`config.mk`:
```
export PLATFORM = sky130hd
export DESIGN_NAME = aes_word_source
export DESIGN_NICKNAME = d
export VERILOG_FILES = /design/src/rtl/aes_word_source_pkg.sv /design/src/rtl/aes_word_source_fifo.sv /design/src/rtl/aes_word_source.sv
export SDC_FILE = /design/constraint.sdc
export NUM_CORES = 1
export LEC_CHECK = 0
export CAP_MARGIN = 20
export CORE_MARGIN = 1.5
export CORE_UTILIZATION = 50
export CTS_CLUSTER_DIAMETER = 120
export DETAILED_ROUTE_END_ITERATION = 16
export DONT_BUFFER_PORTS = 1
export MAX_ROUTING_LAYER = met4
export SLEW_MARGIN = 5
export SYNTH_ARGS = -nofsm -noshare
export SYNTH_HDL_FRONTEND = slang
export SYNTH_SLANG_ARGS = --single-unit
```
`constraint.sdc`:
```
create_clock -name clk -period 3.2 [get_ports clk]
set_input_delay 0.8 -clock clk [delete_from_list [all_inputs] [get_ports clk]]
set_output_delay 0.8 -clock clk [all_outputs]
set_load 0.1 [all_outputs]
```
`src/rtl/aes_word_source_pkg.sv`:
```
// Shared types and constants for the AES word-serial read responder.
package aes_word_source_pkg;

  typedef enum logic [1:0] {
    SRC_IDLE  = 2'd0,
    SRC_ISSUE = 2'd1,
    SRC_DRAIN = 2'd2,
    SRC_DONE  = 2'd3
  } aes_source_state_t;

  // Byte stride between consecutive 32-bit words on the TCDM port
  localparam int unsigned AES_WORD_BYTES = 4;

  // Reverse byte order of a word: {b3,b2,b1,b0} -> {b0,b1,b2,b3}
  function automatic logic [31:0] aes_byte_swap(input logic [31:0] w);
    return {w[7:0], w[15:8], w[23:16], w[31:24]};
  endfunction

endpackage

```
`src/rtl/aes_word_source_fifo.sv`:
```
// Response buffer for aes_word_source: small power-of-two FIFO with a
// registered head, occupancy count and synchronous flush.
module aes_source_fifo
  import aes_word_source_pkg::*;
#(
  parameter int unsigned DATA_WIDTH = 32,
  parameter int unsigned FIFO_DEPTH = 2
) (
  input  logic                             clk,
  input  logic                             reset_n,
  input  logic                             clear,
  input  logic                             push_i,
  input  logic [DATA_WIDTH-1:0]            data_i,
  input  logic                             pop_i,
  output logic [DATA_WIDTH-1:0]            data_o,
  output logic                             full_o,
  output logic                             empty_o,
  output logic [$clog2(FIFO_DEPTH):0]      count_o
);

  localparam int unsigned PW = $clog2(FIFO_DEPTH);
  localparam int unsigned CW = PW + 1;

  logic [DATA_WIDTH-1:0] mem_q [FIFO_DEPTH];
  logic [PW-1:0]         wr_ptr_q, wr_ptr_d;
  logic [PW-1:0]         rd_ptr_q, rd_ptr_d;
  logic [CW-1:0]         count_q,  count_d;
  logic                  push_eff, pop_eff;

  assign empty_o = (count_q == '0);
  assign full_o  = (count_q == CW'(FIFO_DEPTH));
  assign count_o = count_q;
  assign data_o  = mem_q[rd_ptr_q];

  // A push into a full FIFO is only accepted when a pop frees a slot in the same cycle
  assign pop_eff  = pop_i && !empty_o;
  assign push_eff = push_i && (!full_o || pop_eff);

  // Pointer and occupancy update
  always_comb begin
    wr_ptr_d = wr_ptr_q;
    rd_ptr_d = rd_ptr_q;
    count_d  = count_q;
    if (push_eff) wr_ptr_d = wr_ptr_q + PW'(1);
    if (pop_eff)  rd_ptr_d = rd_ptr_q + PW'(1);
    case ({push_eff, pop_eff})
      2'b10:   count_d = count_q + CW'(1);
      2'b01:   count_d = count_q - CW'(1);
      default: count_d = count_q;
    endcase
    if (clear) begin
      wr_ptr_d = '0;
      rd_ptr_d = '0;
      count_d  = '0;
    end
  end

  // Pointer/count registers
  always_ff @(posedge clk or negedge reset_n) begin
    if (!reset_n) begin
      wr_ptr_q <= '0;
      rd_ptr_q <= '0;
      count_q  <= '0;
    end else begin
      wr_ptr_q <= wr_ptr_d;
      rd_ptr_q <= rd_ptr_d;
      count_q  <= count_d;
    end
  end

  // Storage; cleared at reset so the idle head reads as zero
  always_ff @(posedge clk or negedge reset_n) begin
    if (!reset_n) begin
      for (int unsigned i = 0; i < FIFO_DEPTH; i++) mem_q[i] <= '0;
    end else if (push_eff && !clear) begin
      mem_q[wr_ptr_q] <= data_i;
    end
  end

`ifndef SYNTHESIS
  // Credit accounting upstream must never overflow the buffer
  a_no_overflow : assert property (@(posedge clk) disable iff (!reset_n)
    !(push_i && full_o && !pop_i && !clear))
    else $error("aes_source_fifo overflow");
`endif

endmodule

```
`src/rtl/aes_word_source.sv`:
```
// Word-serial TCDM read responder feeding the AES engine stream.
// Optional feature: define AES_SOURCE_BYTESWAP_EN to byte-reverse data_o.
module aes_word_source
  import aes_word_source_pkg::*;
#(
  parameter int unsigned DATA_WIDTH = 32,
  parameter int unsigned ADDR_WIDTH = 32,
  parameter int unsigned CNT_WIDTH  = 16,
  parameter int unsigned FIFO_DEPTH = 2
) (
  input  logic                  clk,
  input  logic                  reset_n,
  input  logic                  clear,
  input  logic                  req_start_i,
  input  logic [ADDR_WIDTH-1:0] base_addr_i,
  input  logic [CNT_WIDTH-1:0]  trans_size_i,
  output logic                  ready_start_o,
  output logic                  done_o,
  output logic                  tcdm_req_o,
  input  logic                  tcdm_gnt_i,
  output logic [ADDR_WIDTH-1:0] tcdm_add_o,
  output logic                  tcdm_wen_o,
  output logic [3:0]            tcdm_be_o,
  input  logic [DATA_WIDTH-1:0] tcdm_r_data_i,
  input  logic                  tcdm_r_valid_i,
  output logic [DATA_WIDTH-1:0] data_o,
  output logic                  valid_o,
  input  logic                  ready_i
);

  localparam int unsigned CW = $clog2(FIFO_DEPTH) + 1;
  localparam logic [CW:0] DEPTH_L = (CW+1)'(FIFO_DEPTH);

  aes_source_state_t     state_q, state_d;
  logic [ADDR_WIDTH-1:0] addr_q, addr_d;
  logic [CNT_WIDTH-1:0]  remaining_q, remaining_d;
  logic [CW-1:0]         inflight_q, inflight_d;
  logic                  discard_q;

  logic                  fifo_full, fifo_empty;
  logic [CW-1:0]         fifo_count;
  logic [DATA_WIDTH-1:0] fifo_head;
  logic [CW:0]           occupancy;
  logic                  grant, push, pop;

  // Responses already requested plus words buffered bound the credit window
  assign occupancy  = (CW+1)'(inflight_q) + (CW+1)'(fifo_count);
  assign tcdm_req_o = (state_q == SRC_ISSUE) && (remaining_q != '0) && (occupancy < DEPTH_L);
  assign tcdm_add_o = addr_q;
  assign tcdm_wen_o = 1'b1;
  assign tcdm_be_o  = 4'hF;
  assign grant      = tcdm_req_o && tcdm_gnt_i;
  // A response landing in the cycle after a clear belongs to the flushed transaction
  assign push       = tcdm_r_valid_i && !discard_q && !clear;
  assign valid_o    = !fifo_empty;
  assign pop        = valid_o && ready_i;

  assign ready_start_o = (state_q == SRC_IDLE);
  assign done_o        = (state_q == SRC_DONE);

`ifdef AES_SOURCE_BYTESWAP_EN
  assign data_o = aes_byte_swap(fifo_head);
`else
  assign data_o = fifo_head;
`endif

  aes_source_fifo #(
    .DATA_WIDTH (DATA_WIDTH),
    .FIFO_DEPTH (FIFO_DEPTH)
  ) u_fifo (
    .clk     (clk),
    .reset_n (reset_n),
    .clear   (clear),
    .push_i  (push),
    .data_i  (tcdm_r_data_i),
    .pop_i   (pop),
    .data_o  (fifo_head),
    .full_o  (fifo_full),
    .empty_o (fifo_empty),
    .count_o (fifo_count)
  );

  // Next state, address and remaining-word count
  always_comb begin
    state_d     = state_q;
    addr_d      = addr_q;
    remaining_d = remaining_q;
    case (state_q)
      SRC_IDLE: begin
        if (req_start_i) begin
          addr_d      = base_addr_i;
          remaining_d = trans_size_i;
          state_d     = (trans_size_i == '0) ? SRC_DONE : SRC_ISSUE;
        end
      end
      SRC_ISSUE: begin
        if (grant) begin
          addr_d      = addr_q + ADDR_WIDTH'(AES_WORD_BYTES);
          remaining_d = remaining_q - CNT_WIDTH'(1);
          if (remaining_q == CNT_WIDTH'(1)) state_d = SRC_DRAIN;
        end
      end
      SRC_DRAIN: begin
        // Leave on the cycle of the last pop so done follows it by one cycle
        if (inflight_q == '0 && (fifo_empty || (fifo_count == CW'(1) && pop)))
          state_d = SRC_DONE;
      end
      SRC_DONE: state_d = SRC_IDLE;
      default:  state_d = SRC_IDLE;
    endcase
    if (clear) begin
      state_d     = SRC_IDLE;
      addr_d      = '0;
      remaining_d = '0;
    end
  end

  // Outstanding-response counter
  always_comb begin
    inflight_d = inflight_q;
    case ({grant, push})
      2'b10:   inflight_d = inflight_q + CW'(1);
      2'b01:   inflight_d = inflight_q - CW'(1);
      default: inflight_d = inflight_q;
    endcase
    if (clear) inflight_d = '0;
  end

  // Control registers
  always_ff @(posedge clk or negedge reset_n) begin
    if (!reset_n) begin
      state_q     <= SRC_IDLE;
      addr_q      <= '0;
      remaining_q <= '0;
      inflight_q  <= '0;
      discard_q   <= 1'b0;
    end else begin
      state_q     <= state_d;
      addr_q      <= addr_d;
      remaining_q <= remaining_d;
      inflight_q  <= inflight_d;
      discard_q   <= clear;
    end
  end

  logic unused_full;
  assign unused_full = fifo_full;

endmodule

```
==> flow_summary_export.csv <==
group,metric,value,unit
status,status,"completed",
global_routing,grt_pass1_vias,5179,
worst_setup_path,startpoint,"state_q[1]",
worst_setup_path,worstSetupStartpointType,"flip-flop",
sta,hold_viol,0,
synthesis,yosysTopAreaCell,"dfrtp_1",
clock_tree,cts_root_buf,"clkbuf_16",
synthesis,synth_most_common_cell,"dfrtp_1",
synthesis,yosysWarnings,0,
synthesis,synth_cells,633,
global_routing,overflow,0,
synthesis,synth_top_area_share,45.4,%
synthesis,synth_edf_count,0,
floorplanning,die_area,14100,um^2
floorplanning,rows,42,
detailed_routing,drt_iter0_markers,404,
detailed_routing,dr.pass1.iters,5,
global_routing,grtUsageTotal,25.1,%
floorplanning,io_pins,160,
clock_tree,cts.path.max_buffers,2,
worst_setup_path,cp.required,2.40,ns
detailed_routing,antenna_left,0,
placed_design,dp_hpwl,11500,um
synthesis,synth_ff_type,"dfrtp_1",
synthesis,synth_seq_cells,121,
clock_tree,clock_latency,0.42,ns
sta,fin_skew,0.00820,ns
synthesis,seq_area_frac_synth,45.4,%
clock_tree,holdBufCountCts,0,
final_layout,drive_gt1_share,24.7,%
sta,timing.final.setup_violations,0,
detailed_routing,drt_wl_total,16700,um
clock_tree,cts_tree,"built",
sta,min_period_over_period,90.4,%
final_layout,n_antenna_cell,0,
clock_tree,cts_buffers,17,
clock_tree,clkTransAtPathRegs,0.06,ns
clock_tree,postCtsSetupBuffers,0,
sta,relSlewSlack,35.0,%
flow_run,maxCapViolCount,0,
final_layout,instances_no_fill,848,
worst_setup_path,path_max_fanout,8,
synthesis,syn-cell-area,6680,um^2
clock_tree,postCtsResizedCells,0,
sta,drv_slew,0,
synthesis,synth_area_leaders,"dfrtp_1 (45%), mux2_2 (12%), mux2_1 (3.9%), o21ai_0 (2.7%), nor2_1 (2.5%)",
detailed_routing,vias,5167,
worst_hold_path,min_path_type,"input port to asynchronous set/reset pin",
detailed_routing,drc_errors,0,
worst_setup_path,rrSetupSlack,0.57,ns
final_layout,nNetsFinal,759,
synthesis,syn_area_per_cell,10.5,um^2
floorplanning,die_w,119,um
global_routing,grt_pass1_wl,27000,um
detailed_routing,via_per_inst,6.09,
placed_design,port_buffers,0,
clock_tree,cts_num_sinks,121,
final_layout,area.growth.synth_to_final,14.5,%
sta,rsz0062_at_grt,"false",
final_layout,nFillCells,1153,
worst_setup_path,path_class,"flip-flop to output pin",
synthesis,yosys-top-cells-count,"dfrtp_1 (121), mux2_2 (74), nor2_1 (44)",
synthesis,synthArstFlopShare,100,%
worst_setup_path,reg2reg_to,"remaining_q[12]",
sta,worstMarginPinSlew,0.974,ns
placed_design,place.gp.congestion,0.910,
floorplanning,start_util,50.8,%
floorplanning,core_area,13100,um^2
sta,setup-tns-final,0,ns
global_routing,grt_max_degree,122,
synthesis,synthDistinctLibCells,68,
worst_setup_path,ff2ff_path_depth,7,
floorplanning,die_h,119,um
sta,max_freq,346,MHz
clock_tree,htreeDepth,4,
global_routing,antenna_found_initial,0,
detailed_routing,wl_per_cell,19.7,um
worst_setup_path,crit_path_end_kind,"output pin",
worst_setup_path,r2r_start,"inflight_q[0]",
worst_setup_path,arrival,2.09,ns
placed_design,place_inst,817,
sta,min_period,2.89,ns
==> kinds of logic after synthesis <==
kind of cell,Yosys count,synth area share (%)
DFF,121,45.4
and+or+nand+nor,181,14.8
muxes,106,17.7
buffers and inverters,55,4.05
adders and majority gates,12,2.36
AOI/OAI and AO/OA,153,15.2
other,1,0.0562
xor gates and xnor gates,4,0.525
==> routing by layer <==
layer | track usage (%) | vias to the layer above | routed length (um)
met5 | - | - | 0
met4 | 8.66 | 0 | 298
met3 | 6.66 | 25 | 1270
met2 | 41.0 | 197 | 8290
met1 | 30.4 | 2548 | 6830
li1 | - | 2397 | -
==> critical path, stage by stage (launching register included) <==
cell and delay (ns):
dfrtp_1 0.45, inv_1 0.11, ha_1 0.35, clkinv_2 0.13, a2111oi_4 0.40, buf_16 0.22
==> worst max-delay path by stage <==
stage | end | slack (ns) | cells past startpoint
floorplan | tcdm_req_o | 0.02 | 7
global route | tcdm_req_o | 0.19 | 5
CTS | tcdm_req_o | 0.30 | 5
global placement | remaining_q[7] | 0.64 | 7
finish | tcdm_req_o | 0.31 | 5
detailed placement | remaining_q[6] | 0.58 | 7
==> sequential cells by signal, indices dropped and copies added (netlist names) <==
name,count
u_fifo.mem_q,64
inflight_q,2
u_fifo.wr_ptr_q,1
u_fifo.count_o,2
discard_q,1
tcdm_add_o,32
remaining_q,16
u_fifo.rd_ptr_q,1
state_q,2
==> through the flow <==
step	cell area, um^2	hold slack (ns)	worst slack, ns	util (%)
3_5_place_dp	7080	0.471	0.579	53.9
3_3_place_gp	7080	0.463	0.637	53.9
5_1_grt	7640	0.0600	0.194	58.2
2_1_floorplan	6720	0.454	0.0241	-
6_report	7640	0.0765	0.308	58.2
4_1_cts	7640	0.0636	0.297	58.2
==> layout by cell type, fill, tap and decap left out, types with 6 or more instances in the layout <==
master     synthesis  layout
o21ai_1           15      15
o2bb2ai_1         11      11
mux2i_1            9       9
and3_1            11      11
dfrtp_1          121     121
clkinv_2           0       7
nand2b_1           6       6
clkbuf_16          0      17
nor4_1            18      18
nand4_1            6       6
nor2b_1            8       7
a22o_1             9       9
mux2_1            23      23
nor3_1            10      10
a31oi_1            9       9
nand2_1           28      28
and2_1             8       8
nand3_1           19      19
a22oi_1            6       6
buf_4             10      45
a21oi_1           25      25
mux2_2            74      74
inv_1             12      12
o21ai_0           36      36
ha_1              11      11
nor2_1            44      44
==> area by class of cell <==
class	count	area, um^2	area share (%)
clock buffers	18	429	5.62
clock inverters	13	131	1.72
inverters	13	50.0	0.655
multi-input cells	461	3420	44.7
flip-flops and latches	121	3030	39.6
well taps	176	220	2.88
repair buffers	46	365	4.78
Power is not shown: default switching activity piles up to over one toggle a cycle in this logic, so the estimate is an artifact.
